File: config.mk
export PLATFORM = sky130hd
export DESIGN_NAME = sdram_arb_flat
export DESIGN_NICKNAME = d
export VERILOG_FILES = /design/src/rtl/sdram_arb_pkg.sv /design/src/rtl/sdram_arb_if.sv /design/src/rtl/sdram_arb_idfifo.sv /design/src/rtl/sdram_arb.sv /design/src/flat_wrapper.sv
export SDC_FILE = /design/constraint.sdc
export NUM_CORES = 1
export LEC_CHECK = 0
export ABC_AREA = 1
export BUFFER_PORTS_ARGS = -buffer_cell sky130_fd_sc_hd__buf_4
export CAP_MARGIN = 30
export CORE_UTILIZATION = 24
export CTS_CLUSTER_DIAMETER = 60
export DETAILED_ROUTE_END_ITERATION = 10
export GPL_TIMING_DRIVEN = 0
export PLACE_DENSITY = 0.58
export SKIP_CTS_REPAIR_TIMING = 1
export SYNTH_ARGS = -nofsm -noshare
export SYNTH_HDL_FRONTEND = slang
export SYNTH_SLANG_ARGS = --single-unit
File: constraint.sdc
create_clock -name clk -period 2.6 [get_ports clk]
set_input_delay 0.39 -clock clk [delete_from_list [all_inputs] [get_ports clk]]
set_output_delay 0.39 -clock clk [all_outputs]
set_load 0.05 [all_outputs]
File: src/rtl/sdram_arb_pkg.sv
// sdram_arb_pkg: shared configuration, FSM state, port ID and command types for sdram_arb
package sdram_arb_pkg;
  localparam int NUM_PORTS  = 4;
  localparam int ADDR_WIDTH = 32;
  localparam int DATA_WIDTH = 32;
  localparam int MAX_RD     = 4;
  localparam int ID_W       = $clog2(NUM_PORTS);
  typedef enum logic {ARB, ISSUE} arb_state_e;
  typedef logic [ID_W-1:0] port_id_t;
  typedef struct packed {
    logic                    we;
    logic [ADDR_WIDTH-1:0]   addr;
    logic [DATA_WIDTH-1:0]   wdata;
    logic [DATA_WIDTH/8-1:0] wstrb;
  } sdram_cmd_t;
  function automatic port_id_t next_port(input port_id_t p);
    return (p == port_id_t'(NUM_PORTS - 1)) ? '0 : port_id_t'(p + 1'b1);
  endfunction
endpackage

File: src/rtl/sdram_arb_if.sv
// sdram_arb_if: requester-side and controller-side buses of sdram_arb
//   sdram_req_if : req_valid/ready/we/addr/wdata/wstrb per port, rsp_valid per port, rsp_rdata broadcast
//                  master = requesters, slave = arbiter
//   sdram_ctrl_if: ctrl_valid/ready/we/addr/wdata/wstrb command, ctrl_rvalid/rdata in-order read data
//                  master = arbiter, slave = SDRAM controller
interface sdram_req_if;
  import sdram_arb_pkg::*;
  logic [NUM_PORTS-1:0]                   req_valid;
  logic [NUM_PORTS-1:0]                   req_ready;
  logic [NUM_PORTS-1:0]                   req_we;
  logic [NUM_PORTS-1:0][ADDR_WIDTH-1:0]   req_addr;
  logic [NUM_PORTS-1:0][DATA_WIDTH-1:0]   req_wdata;
  logic [NUM_PORTS-1:0][DATA_WIDTH/8-1:0] req_wstrb;
  logic [NUM_PORTS-1:0]                   rsp_valid;
  logic [DATA_WIDTH-1:0]                  rsp_rdata;
  modport master (output req_valid, req_we, req_addr, req_wdata, req_wstrb,
                  input  req_ready, rsp_valid, rsp_rdata);
  modport slave  (input  req_valid, req_we, req_addr, req_wdata, req_wstrb,
                  output req_ready, rsp_valid, rsp_rdata);
endinterface

interface sdram_ctrl_if;
  import sdram_arb_pkg::*;
  logic                    ctrl_valid;
  logic                    ctrl_ready;
  logic                    ctrl_we;
  logic [ADDR_WIDTH-1:0]   ctrl_addr;
  logic [DATA_WIDTH-1:0]   ctrl_wdata;
  logic [DATA_WIDTH/8-1:0] ctrl_wstrb;
  logic                    ctrl_rvalid;
  logic [DATA_WIDTH-1:0]   ctrl_rdata;
  modport master (output ctrl_valid, ctrl_we, ctrl_addr, ctrl_wdata, ctrl_wstrb,
                  input  ctrl_ready, ctrl_rvalid, ctrl_rdata);
  modport slave  (input  ctrl_valid, ctrl_we, ctrl_addr, ctrl_wdata, ctrl_wstrb,
                  output ctrl_ready, ctrl_rvalid, ctrl_rdata);
endinterface

File: src/rtl/sdram_arb_idfifo.sv
// sdram_arb_idfifo: sync FIFO of port IDs for outstanding reads, head read combinationally
//   clk, rst_n (async active-low), push/din, pop/dout, full, empty; push+pop while full is legal
module sdram_arb_idfifo
  import sdram_arb_pkg::*;
#(
  parameter int DEPTH = MAX_RD
) (
  input  logic     clk,
  input  logic     rst_n,
  input  logic     push,
  input  port_id_t din,
  input  logic     pop,
  output port_id_t dout,
  output logic     full,
  output logic     empty
);
  localparam int PW = $clog2(DEPTH);
  port_id_t      mem [DEPTH];
  logic [PW-1:0] wr_ptr, rd_ptr;
  logic [PW:0]   count;
  logic          wr_en, rd_en;
  assign full  = count == (PW+1)'(DEPTH);
  assign empty = count == '0;
  assign rd_en = pop && !empty;
  assign wr_en = push && (!full || rd_en);
  assign dout  = mem[rd_ptr];
  always_ff @(posedge clk)
    if (wr_en) mem[wr_ptr] <= din;
  always_ff @(posedge clk or negedge rst_n)
    if (!rst_n) begin
      wr_ptr <= '0;
      rd_ptr <= '0;
      count  <= '0;
    end else begin
      if (wr_en) wr_ptr <= wr_ptr + 1'b1;
      if (rd_en) rd_ptr <= rd_ptr + 1'b1;
      count <= count + (PW+1)'(wr_en) - (PW+1)'(rd_en);
    end
endmodule

File: src/rtl/sdram_arb.sv
// sdram_arb: round-robin N-port arbiter onto one SDRAM controller channel with in-order read routing
//   clk, rst_n (async active-low), req (sdram_req_if.slave), ctrl (sdram_ctrl_if.master),
//   rsp_orphan (sticky: read data arrived with no outstanding read)
//   SDRAM_ARB_PRIO0_EN: port 0 always wins when valid; RR among the rest
module sdram_arb
  import sdram_arb_pkg::*;
(
  input  logic         clk,
  input  logic         rst_n,
  sdram_req_if.slave   req,
  sdram_ctrl_if.master ctrl,
  output logic         rsp_orphan
);
`ifdef SDRAM_ARB_PRIO0_EN
  localparam bit PRIO0 = 1'b1;
`else
  localparam bit PRIO0 = 1'b0;
`endif
  arb_state_e           state;
  port_id_t             rr_ptr, winner, pick, k, head;
  sdram_cmd_t           cmd;
  logic [NUM_PORTS-1:0] cand;
  logic                 grant, push, pop, full, empty;
  // Descending scan so the candidate closest after rr_ptr is written last and wins.
  always_comb begin
    cand = req.req_valid & ~NUM_PORTS'(PRIO0);
    pick = '0;
    k    = '0;
    for (int i = NUM_PORTS - 1; i >= 0; i--) begin
      k = port_id_t'((int'(rr_ptr) + i) % NUM_PORTS);
      if (cand[k]) pick = k;
    end
    if (PRIO0 && req.req_valid[0]) pick = '0;
  end
  // A full ID FIFO blocks every grant, writes included, so ordering stays trivial.
  assign grant            = rst_n && state == ARB && |req.req_valid && !full;
  assign req.req_ready    = grant ? NUM_PORTS'(1) << pick : '0;
  assign push             = state == ISSUE && ctrl.ctrl_ready && !cmd.we;
  assign pop              = ctrl.ctrl_rvalid && !empty;
  assign req.rsp_valid    = pop ? NUM_PORTS'(1) << head : '0;
  assign req.rsp_rdata    = ctrl.ctrl_rdata;
  assign ctrl.ctrl_valid  = state == ISSUE;
  assign ctrl.ctrl_we     = cmd.we;
  assign ctrl.ctrl_addr   = cmd.addr;
  assign ctrl.ctrl_wdata  = cmd.wdata;
  assign ctrl.ctrl_wstrb  = cmd.wstrb;
  always_ff @(posedge clk or negedge rst_n)
    if (!rst_n) begin
      state  <= ARB;
      rr_ptr <= '0;
      winner <= '0;
      cmd    <= '0;
    end else if (state == ARB) begin
      if (grant) begin
        state  <= ISSUE;
        winner <= pick;
        cmd    <= '{we: req.req_we[pick], addr: req.req_addr[pick],
                    wdata: req.req_wdata[pick], wstrb: req.req_wstrb[pick]};
      end
    end else if (ctrl.ctrl_ready) begin
      state  <= ARB;
      rr_ptr <= (PRIO0 && winner == '0) ? rr_ptr : next_port(winner);
    end
  always_ff @(posedge clk or negedge rst_n)
    if (!rst_n) rsp_orphan <= 1'b0;
    else if (ctrl.ctrl_rvalid && empty) rsp_orphan <= 1'b1;
  sdram_arb_idfifo #(.DEPTH(MAX_RD)) u_idfifo (
    .clk   (clk),
    .rst_n (rst_n),
    .push  (push),
    .din   (winner),
    .pop   (pop),
    .dout  (head),
    .full  (full),
    .empty (empty)
  );
endmodule

File: src/flat_wrapper.sv
// flat-port wrapper written by rule: the top's interface ports become plain ports
module sdram_arb_flat import sdram_arb_pkg::*;
  (clk, rst_n, rsp_orphan, req_req_valid, req_req_we, req_req_addr, req_req_wdata, req_req_wstrb, req_req_ready, req_rsp_valid, req_rsp_rdata, ctrl_ctrl_valid, ctrl_ctrl_we, ctrl_ctrl_addr, ctrl_ctrl_wdata, ctrl_ctrl_wstrb, ctrl_ctrl_ready, ctrl_ctrl_rvalid, ctrl_ctrl_rdata);
  sdram_req_if req_i ();
  sdram_ctrl_if ctrl_i ();
  input  logic clk;
  input  logic rst_n;
  output logic rsp_orphan;
  input wire logic [$bits(req_i.req_valid)-1:0] req_req_valid;
  input wire logic [$bits(req_i.req_we)-1:0] req_req_we;
  input wire logic [$bits(req_i.req_addr)-1:0] req_req_addr;
  input wire logic [$bits(req_i.req_wdata)-1:0] req_req_wdata;
  input wire logic [$bits(req_i.req_wstrb)-1:0] req_req_wstrb;
  output wire logic [$bits(req_i.req_ready)-1:0] req_req_ready;
  output wire logic [$bits(req_i.rsp_valid)-1:0] req_rsp_valid;
  output wire logic [$bits(req_i.rsp_rdata)-1:0] req_rsp_rdata;
  output wire logic [$bits(ctrl_i.ctrl_valid)-1:0] ctrl_ctrl_valid;
  output wire logic [$bits(ctrl_i.ctrl_we)-1:0] ctrl_ctrl_we;
  output wire logic [$bits(ctrl_i.ctrl_addr)-1:0] ctrl_ctrl_addr;
  output wire logic [$bits(ctrl_i.ctrl_wdata)-1:0] ctrl_ctrl_wdata;
  output wire logic [$bits(ctrl_i.ctrl_wstrb)-1:0] ctrl_ctrl_wstrb;
  input wire logic [$bits(ctrl_i.ctrl_ready)-1:0] ctrl_ctrl_ready;
  input wire logic [$bits(ctrl_i.ctrl_rvalid)-1:0] ctrl_ctrl_rvalid;
  input wire logic [$bits(ctrl_i.ctrl_rdata)-1:0] ctrl_ctrl_rdata;
  assign req_i.req_valid = req_req_valid;
  assign req_i.req_we = req_req_we;
  assign req_i.req_addr = req_req_addr;
  assign req_i.req_wdata = req_req_wdata;
  assign req_i.req_wstrb = req_req_wstrb;
  assign req_req_ready = req_i.req_ready;
  assign req_rsp_valid = req_i.rsp_valid;
  assign req_rsp_rdata = req_i.rsp_rdata;
  assign ctrl_ctrl_valid = ctrl_i.ctrl_valid;
  assign ctrl_ctrl_we = ctrl_i.ctrl_we;
  assign ctrl_ctrl_addr = ctrl_i.ctrl_addr;
  assign ctrl_ctrl_wdata = ctrl_i.ctrl_wdata;
  assign ctrl_ctrl_wstrb = ctrl_i.ctrl_wstrb;
  assign ctrl_i.ctrl_ready = ctrl_ctrl_ready;
  assign ctrl_i.ctrl_rvalid = ctrl_ctrl_rvalid;
  assign ctrl_i.ctrl_rdata = ctrl_ctrl_rdata;
  sdram_arb u_core (.clk(clk), .rst_n(rst_n), .req(req_i), .ctrl(ctrl_i), .rsp_orphan(rsp_orphan));
endmodule
Word-level counts from Yosys, hierarchy flattened

Memories as Yosys holds them, arrays and structs flattened.
Index checks and enable logic that the tools add are counted.

Add/subtract/negate cells: 8
Order comparisons: 5
Equal/unequal tests: 2
Shift operators: 2
Multiplexer cells: 28
Bitwise gates (word level): 1
Reduce and logical (&&, ||, !) cells: 17

Operators with widths:

| kind                                                                         | number |
|---|---|
| 32-bit binary-select mux with 2-bit select                                   | 2 |
| 32-bit 2-to-1 mux                                                            | 2 |
| 2-bit by 3-bit less-than comparator with 1-bit output, second input constant | 5 |
| 4-bit 2-to-1 mux                                                             | 3 |
| 1-bit binary-select mux with 2-bit select                                    | 5 |
| 1-bit 2-to-1 mux                                                             | 10 |
| 2-bit 2-to-1 mux                                                             | 5 |
| 1-bit logical AND                                                            | 9 |
| 2-bit by 1-bit adder with 2-bit output, second input constant                | 4 |
| 4-bit binary-select mux with 2-bit select                                    | 1 |
| 1-bit by 2-bit << shifter with 4-bit output, first input constant            | 2 |
| 2-bit adder, second input constant                                           | 2 |
| 2-bit AND reduction                                                          | 2 |
| 4-bit OR reduction                                                           | 1 |
| 3-bit by 1-bit adder with 3-bit output                                       | 1 |
| 3-bit == test, second input constant                                         | 1 |
| 1-bit logical NOT                                                            | 3 |
| 3-bit logical NOT                                                            | 1 |
| 3-bit by 1-bit subtractor with 3-bit output                                  | 1 |
| 2-bit == test, second input constant                                         | 1 |
| 1-bit logical OR                                                             | 1 |
| 1-bit inverter                                                               | 1 |

Register bits: 82
RAM bits: 8
Bits of input ports: 316
Output and inout bits: 111
Logic and storage cells: 75
Memories: 1

Memory list:

| memory              | words | bits a word | rd ports | clocked after Yosys merged registers in | write ports | line                   | RTL |
|---|---|---|---|---|---|---|---|
| u_core.u_idfifo.mem | 4     | 2           | 1        | 0                                       | 1           | sdram_arb_idfifo.sv:18 | `port_id_t mem [DEPTH];` |

Longest topological paths before layout

Gate-level depths: netlist of the first run.

Depth in word-level cells: 9
Depth in mapped cells: 17
Mapped depth without buffers: 14

Cells and area by module

Synthesis of the first run repeated with hierarchy kept, for this count alone.

Cells, all modules: 1160
Area total of the unflattened synthesis: 7211.9 um^2

Modules (own cells, without submodules):

| module           | times used | cells an instance | area an instance (um^2) | sequential area each (um^2) |
|---|---|---|---|---|
| sdram_arb        | 1          | 1081              | 6438.7                  | 1876.8 |
| sdram_arb_idfifo | 1          | 79                | 773.2                   | 415.4 |

Worst setup path after synthesis of the first run

No wires, ideal clock.

Path kind: register to output
Start: reg u_core.state (netlist: u_core.ctrl.ctrl_valid)
End: out req_req_ready[0]
Arrival: 2.556 ns
Data required time: 2.210 ns
Slack: -0.346 ns
Stages on the path, launching flop included: 7
Path buffers: 2
Cells stage by stage: dfrtp_1 a41oi_1 and3_1 clkbuf_1 inv_2 clkbuf_1 nor3_1

Longest elaborated chain between the ends: 5

Ends and longest elaborated chain:

| item                            | line               | RTL |
|---|---|---|
| start: declaration              | sdram_arb.sv:19    | `arb_state_e state;` |
| start signal: assignment        | sdram_arb.sv:49    | `state <= ARB;` |
| start signal: assignment        | sdram_arb.sv:55    | `state <= ISSUE;` |
| start signal: assignment        | sdram_arb.sv:61    | `state <= ARB;` |
| 1-bit inverter (no line)        | --                 |  |
| 1-bit logical AND (3 in series) | sdram_arb.sv:36    | `assign grant = rst_n && state == ARB && \|req.req_valid && !full;` |
| 4-bit 2-to-1 mux                | sdram_arb.sv:37    | `assign req.req_ready = grant ? NUM_PORTS'(1) << pick : '0;` |
| end: declaration                | flat_wrapper.sv:14 | `output wire logic [$bits(req_i.req_ready)-1:0] req_req_ready;` |

Every way passes these cells.

Final worst setup path of the first run

Start: reg u_core.rr_ptr[1]
End: out req_req_ready[3]

Longest elaborated chain between the ends: 9
Elaborated cells on any way between the ends: 17
Classes of those cells: 3 x add/sub; 1 x shift; 13 x mux

Ends and longest elaborated chain:

| item                                          | line            | RTL |
|---|---|---|
| start: declaration                            | sdram_arb.sv:20 | `port_id_t rr_ptr, winner, pick, k, head;` |
| start signal: assignment                      | sdram_arb.sv:62 | `rr_ptr <= (PRIO0 && winner == '0) ? rr_ptr : next_port(winner);` |
| 2-bit adder                                   | sdram_arb.sv:30 | `k = port_id_t'((int'(rr_ptr) + i) % NUM_PORTS);` |
| 1-bit binary-select mux with 2-bit select     | sdram_arb.sv:31 | `if (cand[k]) pick = k;` |
| 1-bit 2-to-1 mux (implied by the code)        | sdram_arb.sv:31 |  |
| 2-bit 2-to-1 mux (3 in series)                | sdram_arb.sv:31 |  |
| 2-bit 2-to-1 mux *                            | sdram_arb.sv:31 |  |
| 1-bit by 2-bit << shifter with 4-bit output * | sdram_arb.sv:37 |  |
| 4-bit 2-to-1 mux *                            | sdram_arb.sv:37 |  |

Mark *: on every way between the ends. The rest lies on a longest branch, timed or not. The select of a mux whose other input is x is not followed.

==> flow_summary.toml, run 1 <==
[power_and_ir_drop]
swShare = 0.586
p_per_area_mw_per_mm2 = 1510
p_comb_frac = 0.770
power.total_mw = 16.4
leakagePower_nw = 6.41
internal-power_mw = 6.79
vdd_drop_max_v = 0.000713
clkPwrFrac = 0.081
switching_power_mw = 9.60
seq_power_share = 0.149

[final_layout]
nets = 1889
syn_to_final_growth_pct = 58.1
final_common_cell = "nand2_1"
final_util = 0.388
layout.cells.non_filler = 1950
final_cell_mix = "720 x nand2_1, 435 x buf_4, 146 x nand3_1"
n_fill_cell = 3110
fin_area_mm2 = 0.0108
drive_above_1_share = 0.336

[drt]
wl_um = 32400
via_per_inst = 4.43
ant_nets = 0
drtIter0Drc = 330
vias = 8634
first_pass_iters = 5
drc = 0
avgRoutedWirePerCell_um = 16.6

[global_route]
grt_max_degree = 45
grt_pass1_wl_um = 46000
grt_pass1_vias = 8200
antenna_found_initial = 3
globalRouteTotalUtil = 0.212
overflow = 0

[timing]
slew_violations = 0
finalCritPeriodShare = 0.959
rsz0062_at_grt = "yes"
fin_ws_ps = 107
hold_viol = 0
tns_ps = 0
relSlewSlack = 0.478
worst_pin_slew_ps = 784
setup_viol = 0
period_needed_ps = 2490
whs_ps = 18.7
fin_skew_ps = 11.4
maxClockFrequency_mhz = 401

[clock_tree]
cts_buffers = 9
worstSkewPairLatency_ps = 350
cts_tree = "yes"
clock_sinks = 90
clock_path_buffers = 2
cts.htree.levels = 3
root_buffer = "clkbuf_16"
clk_pin_slew_ps = 80

[floorplan]
fp.dieH_um = 171
fp.dieW_um = 171
row_count = 61
die-area_mm2 = 0.0293
io_pins = 427
initial_core_util = 0.246
coreArea_mm2 = 0.0279

[setup_path]
r2r_cells = 17
max_stage_delay_ps = 450
setup.worst_path.class = "reg2out"
critPathCaptureType = "output port"
crit_fanout = 10
critical_path.slowest_cell = "dfrtp_1"
arrival_ps = 2100
cp_data_required_time_ps = 2210
start_kind = "flop"
r2r_setup_slack_ps = 190
crit_path_cell_trace = "inv_2 > nand3_1 > and2_1 > and2_1 > nand2_2 > nand2_4 > inv_2 > buf_6 > nor2_2 > buf_6"

[place]
place_area_mm2 = 0.0103
place.detailed.hpwl_um = 25400
dp.cells = 1920
dpl_worst_slack_ps = -749
gp_congestion = 0.870
portBuffers = 394

[yosys]
ys_seq_area_frac = 0.334
synth_area_leaders = "nand2_1 40%, dfrtp_1 30%, nand3_1 11%, buf_4 3.7%, edfxtp_1 3.5%"
syn_inst = 1147
ys_ff_latch = 90
synth_cell_types = 31
synth_area_per_cell_um2 = 5.98
syn-num-nets = 1471
synth_area_mm2 = 0.00686
synth_top_cell_area_share = 0.396
ys.warnings.count = 0
synth_area_leader_cell = "nand2_1"

[run_status]
status = "complete, no violations"

[run]
cap_violations = 0

[min_path]
hold_class = "in2async"
[critical path, delay by kind of cell, from the launching register on]
| family | cells | cell delay (ps) |
|---|---|---|
| and+or+nand+nor | 6 | 680 |
| buffers and inverters | 4 | 630 |
| DFF | 1 | 450 |
[state kept, by name (all words and copies together) (netlist names)]
name,flops
u_core.ctrl.ctrl_addr,32
u_core.ctrl.ctrl_valid,1
u_core.ctrl.ctrl_wdata,32
u_core.ctrl.ctrl_we,1
u_core.ctrl.ctrl_wstrb,4
u_core.rr_ptr,2
u_core.rsp_orphan,1
u_core.u_idfifo.count,3
u_core.u_idfifo.mem,8
u_core.u_idfifo.rd_ptr,2
u_core.u_idfifo.wr_ptr,2
u_core.winner,2
[layout make-up]
class / instances / area (um^2) / area share
multi-input cells: 923 / 3860 / 0.356
diodes: 2 / 5.00 / 0.000461
clock buffers: 9 / 225 / 0.0208
clock inverters: 7 / 68.8 / 0.00634
plain buffers: 104 / 666 / 0.0614
repair buffers: 409 / 3150 / 0.290
well taps: 378 / 473 / 0.0436
inverters: 28 / 108 / 0.00992
flip-flops and latches: 90 / 2290 / 0.211
[power by group through the flow]
stage	clock (mW)	sequential, mW	combinational [mW]
5_1_grt	1.44	2.52	13.9
6_report	1.33	2.44	12.6
2_1_floorplan	0	4.07	6.53
3_3_place_gp	0	2.44	12.1
3_5_place_dp	0	2.46	12.2
4_1_cts	1.38	2.44	12.2
[logic make-up (layout without fill, tap and decap cells)]
logic type	count (synthesis)	in the layout	synth area share
AOI/OAI and AO/OA	12	12	0.0111
xor gates and xnor gates	4	4	0.00511
adders and majority gates	8	8	0.0157
buffers and inverters	135	557	0.111
DFF	90	90	0.334
other	0	2	0
and+or+nand+nor	898	899	0.523
[path summary, 6_finish.rpt]
path	endpoint	from
setup / recovery	req_req_ready[3]	u_core.rr_ptr[1]
hold / removal	u_core.u_idfifo.rd_ptr[1]	rst_n
setup reg to reg	u_core.ctrl.ctrl_wdata[11]	u_core.rr_ptr[0]
hold reg to reg	u_core.ctrl.ctrl_wdata[11]	u_core.ctrl.ctrl_wdata[11]
max in group asynchronous	u_core.ctrl.ctrl_addr[6]	rst_n
min in group clk	u_core.ctrl.ctrl_valid	ctrl_ctrl_ready
[routing by layer]
layer,wire (um),GRT usage
met5,0,0
met4,681,0.0629
met3,2170,0.0472
met2,15900,0.376
met1,13600,0.254
[synth_stat cells (all sizes together)]
| master | count |
|---|---|
| edfxtp | 8 |
| nor3 | 2 |
| xor2 | 3 |
| ha | 7 |
| and3 | 1 |
| clkbuf | 24 |
| nand2 | 726 |
| a32oi | 1 |
| a21oi | 4 |
| nand3 | 150 |
| nor2 | 17 |
| buf | 83 |
| o21ai | 3 |
| a41o | 1 |
| inv | 28 |
| o31ai | 1 |
| fa | 1 |
| and2 | 2 |
| dfrtp | 82 |
| a31oi | 1 |
| a41oi | 1 |
| xnor2 | 1 |
No activity file was read; power rests on OpenSTA's default activity.
==> inputs of run 2 (changes only) <==
Settings changed: PLACE_DENSITY 0.58 to default.
==> run 2 against run 1 <==
Against the previous run: core utilization is 0.52 points higher; via count hardly changed; sequential cell count stayed put; first-iteration DRC count is 23% higher; power is 0.97% higher; global-route usage is 0.064 points higher; setup slack worse by 8.1 ps; clock skew is 1.7 ps lower.
==> flow_summary.toml, run 2 (synthesis gave the netlist of run 1 again) <==
[setup_path]
setup.worst_path.class = "reg2out"
arrival_ps = 2110
max_stage_delay_ps = 370
critPathCaptureType = "output port"
timing.critical_path.mode_cell = "nand2_1"
cp_data_required_time_ps = 2210
critical_path.slowest_cell = "dfrtp_1"
start_kind = "flop"
crit_path_cell_trace = "buf_6 > nand2_1 > nand3_2 > nand2_1 > nand3_2 > nand2_1 > nand2_2 > nand2_4 > buf_12 > nand2_2 > nor2_4 > buf_8"
crit_fanout = 9

[run_status]
status = "complete, no violations"

[drt]
highest_layer = "met5"
drc = 0
wl_met1_um = 13900
via_per_inst = 4.41
routed-wl-met2_um = 16100
avgRoutedWirePerCell_um = 16.9
vias = 8641
drtIter0Drc = 407
ant_nets = 0
first_pass_iters = 5
wl_um = 33000
wl_met3_um = 2200

[final_layout]
final_cell_mix = "717 x nand2_1, 439 x buf_4, 144 x nand3_1"
n_fill_cell = 3115
layout.cells.non_filler = 1958
final_common_cell = "nand2_1"
drive_above_1_share = 0.342
final_util = 0.394
syn_to_final_growth_pct = 60.2
nets = 1897

[power_and_ir_drop]
leakagePower_nw = 6.46
vdd_drop_max_v = 0.000464
p_per_area_mw_per_mm2 = 1510

[run]
cap_violations = 0

[floorplan]
initial_core_util = 0.246
die-area_mm2 = 0.0293
row_count = 61
coreArea_mm2 = 0.0279
fp.dieH_um = 171
io_pins = 427
fp.dieW_um = 171

[global_route]
grt_max_degree = 43
globalRouteTotalUtil = 0.213
overflow = 0
grt_pass1_wl_um = 46400
grt_pass1_vias = 8038
antenna_found_initial = 3

[timing]
rsz0062_at_grt = "yes"
hold_viol = 0
period_needed_ps = 2500
worst_pin_slew_ps = 931
fin_skew_ps = 9.70
relSlewSlack = 0.378
finalCritPeriodShare = 0.962
slew_violations = 0
setup_viol = 0
whs_ps = 57.1
maxClockFrequency_mhz = 400
tns_ps = 0

[clock_tree]
cts_tree = "yes"
cts_buffers = 9
worstSkewPairLatency_ps = 350
root_buffer = "clkbuf_16"
clk_pin_slew_ps = 80
cts.htree.levels = 3
clock_sinks = 90
clock_path_buffers = 2

[min_path]
hold_class = "in2async"

[place]
portBuffers = 394
place.detailed.hpwl_um = 25500
dp.cells = 1920
gp_congestion = 0.903
[run 2: per-layer routing]
metal  global-route usage  vias to the layer above
met5                    0                        -
met4               0.0672                        2
met3               0.0428                       37
met2                0.377                      334
met1                0.256                     3892
li1                     -                     4376
[run 2: cell type report]
class	count	area [um^2]	share of cell area
clock buffer	9	225	0.0205
sequential	90	2290	0.209
buffer	104	673	0.0612
timing repair buffer	417	3230	0.294
clock inverter	7	68.8	0.00626
inverter	28	110	0.0100
multi-input combinational	923	3910	0.356
tap	378	473	0.0430
antenna	2	5.00	0.000455
[run 2: power breakdown]
part | internal (mW) | switching, mW | total (mW) | leakage, nW
Sequential | 2.05 | 0.399 | 2.45 | 1.10
Clock | 0.680 | 0.684 | 1.36 | 0.140
Combinational | 4.14 | 8.61 | 12.7 | 5.23
Total | 6.86 | 9.69 | 16.6 | 6.46
[run 2: stage by stage]
step | setup slack (ps) | cell area [um^2] | total power [mW]
3_5_place_dp | -1030 | 10300 | 14.6
6_report | 98.6 | 11000 | 16.6
5_1_grt | -34.1 | 11000 | 18.0
2_1_floorplan | 79.9 | 6870 | 10.6
4_1_cts | -1040 | 10600 | 16.1
3_3_place_gp | -1210 | 10300 | 14.6
[run 2: path summary, 6_finish.rpt]
check | start | end | slack, ps | depth (start not counted)
worst max-delay path | u_core.rr_ptr[0] | req_req_ready[1] | 100 | 12
worst min-delay path | rst_n | u_core.ctrl.ctrl_wdata[29] | 60 | 3
worst max register to register | u_core.rr_ptr[0] | u_core.ctrl.ctrl_wdata[13] | 170 | 17
worst min register to register | u_core.rsp_orphan | u_core.rsp_orphan | 480 | 1
max in group asynchronous | rst_n | u_core.rr_ptr[1] | 1140 | 3
min in group clk | ctrl_ctrl_ready | u_core.ctrl.ctrl_valid | 250 | 2
[run 2: worst max-delay path: cells and delay by family, from the launching register on]
kind / cells / cell delay (ps)
buffers and inverters: 3 / 450
DFF: 1 / 370
and+or+nand+nor: 9 / 930
==> inputs of run 3 (changes only) <==
Settings changed: REMOVE_ABC_BUFFERS from default to 1.
==> run 3 against run 2 <==
Against the previous run: setup slack lost 95 ps; sequential power is essentially flat; largest cell class unchanged; highest routed layer unchanged; largest power group unchanged; final cell count shrank 5.2%; core utilization shrank 0.84 points.
==> flow_summary.toml, run 3 (synthesis gave the netlist of run 1 again) <==
[run_status]
status = "complete, no violations"

[floorplan]
fp.dieH_um = 171
initial_core_util = 0.246
fp.dieW_um = 171
row_count = 61
die-area_mm2 = 0.0293
io_pins = 427
coreArea_mm2 = 0.0279

[power_and_ir_drop]
leakagePower_nw = 6.23
vdd_drop_max_v = 0.000592
p_per_area_mw_per_mm2 = 1570

[setup_path]
crit_fanout = 5
reg2reg_to = "u_core.ctrl.ctrl_addr[18]"
critPathCaptureType = "output port"
cp_data_required_time_ps = 2210
r2r_start = "u_core.rr_ptr[0]"
arrival_ps = 2210
start_kind = "flop"
setup.worst_path.class = "reg2out"
r2r_cells = 16
r2r_setup_slack_ps = 120

[global_route]
antenna_found_initial = 0
overflow = 0
grt_pass1_vias = 7527
grt_max_degree = 140
globalRouteTotalUtil = 0.174
grt_pass1_wl_um = 39600

[timing]
finalCritPeriodShare = 0.998
slew_violations = 0
fin_skew_ps = 10.2
whs_ps = 1.32
hold_viol = 0
fin_ws_ps = 4.10
relSlewSlack = 0.513
period_needed_ps = 2600
setup_viol = 0
maxClockFrequency_mhz = 385
rsz0062_at_grt = "yes"
worst_pin_slew_ps = 729

[place]
dpl_worst_slack_ps = -992
place.detailed.hpwl_um = 18700
portBuffers = 362
place_area_mm2 = 0.00958
gp_congestion = 0.806

[drt]
first_pass_iters = 5
ant_nets = 0
avgRoutedWirePerCell_um = 17.6
wl_um = 32700
vias = 8530
via_per_inst = 4.59
drtIter0Drc = 516
drc = 0

[clock_tree]
clock_path_buffers = 2
clk_pin_slew_ps = 70
cts.htree.levels = 3
clock_sinks = 90
worstSkewPairLatency_ps = 350
root_buffer = "clkbuf_16"
cts_buffers = 9
cts_tree = "yes"

[final_layout]
final_util = 0.385
diodes = 0
syn_to_final_growth_pct = 56.8
fin_area_mm2 = 0.0108
drive_above_1_share = 0.321
nets = 1798
n_fill_cell = 3081
multi_input_area_mm2 = 0.00411
final_cell_mix = "712 x nand2_1, 388 x buf_4, 143 x nand3_1"
regArea_mm2 = 0.00230
final_common_cell = "nand2_1"

[run]
cap_violations = 0

[min_path]
hold_class = "in2async"
[run 3: cell count changes in the layout (fill, tap and decap cells not counted), moves of 6 or more]
cell | previous run | this run
nand2_4 | 2 | 8
buf_2 | 32 | 0
buf_6 | 12 | 5
clkbuf_1 | 20 | 0
buf_4 | 439 | 388
[run 3: power by group]
group	internal, mW	switching, mW	leakage [nW]	total (mW)
logic	4.35	8.81	5.00	13.2
registers	2.05	0.391	1.10	2.44
clock network	0.670	0.663	0.136	1.33
total	7.07	9.86	6.23	16.9
[run 3: worst max-delay path, cell delays in order, from the launching register on]
cell and delay, ps:
dfrtp_4 500, buf_12 140, nand2_1 100, o21ai_4 80
nand3_1 80, nand2_1 60, nand2_1 80, nand2_2 60
nand2_4 100, nand2_8 110, buf_6 160, nor3_2 200
buf_6 180
[run 3: worst max path at each step]
stage	from	endpoint	slack [ps]	cells past startpoint
3_5_place_dp	u_core.rr_ptr[0]	u_core.ctrl.ctrl_addr[19]	-990	15
5_1_grt	u_core.rr_ptr[0]	req_req_ready[0]	-60	12
4_1_cts	u_core.rr_ptr[0]	req_req_ready[3]	-1380	12
6_report	u_core.rr_ptr[0]	req_req_ready[0]	4	12
2_1_floorplan	u_core.rr_ptr[0]	req_req_ready[1]	-2890	8
3_3_place_gp	req_req_valid[3]	req_req_ready[1]	-4850	11
[run 3: routing by layer]
metal,track usage,routed length [um],vias to the layer above
met3,0.0601,2660,37
met4,0.0489,637,2
met5,0.0330,120,-
met1,0.211,14000,3914
met2,0.286,15300,396
li1,-,-,4181
[run 3: through the flow]
step | total power [mW] | instances | setup TNS, ps
after CTS | 14.6 | 1802 | -61740
after detailed placement | 13.2 | 1786 | -59530
after floorplan | 9.73 | 1040 | -157540
final | 16.9 | 1857 | 0
after global routing | 18.4 | 1857 | -208
after global placement | 11.9 | 1780 | -334630
[run 3: final cells by class]
cell class,instances,share of cell area
inverter,28,0.0149
clock inverter,7,0.00558
timing repair buffer,413,0.317
timing repair inverter,2,0.00209
multi-input combinational,930,0.382
tap,378,0.0440
clock buffer,9,0.0209
sequential,90,0.214
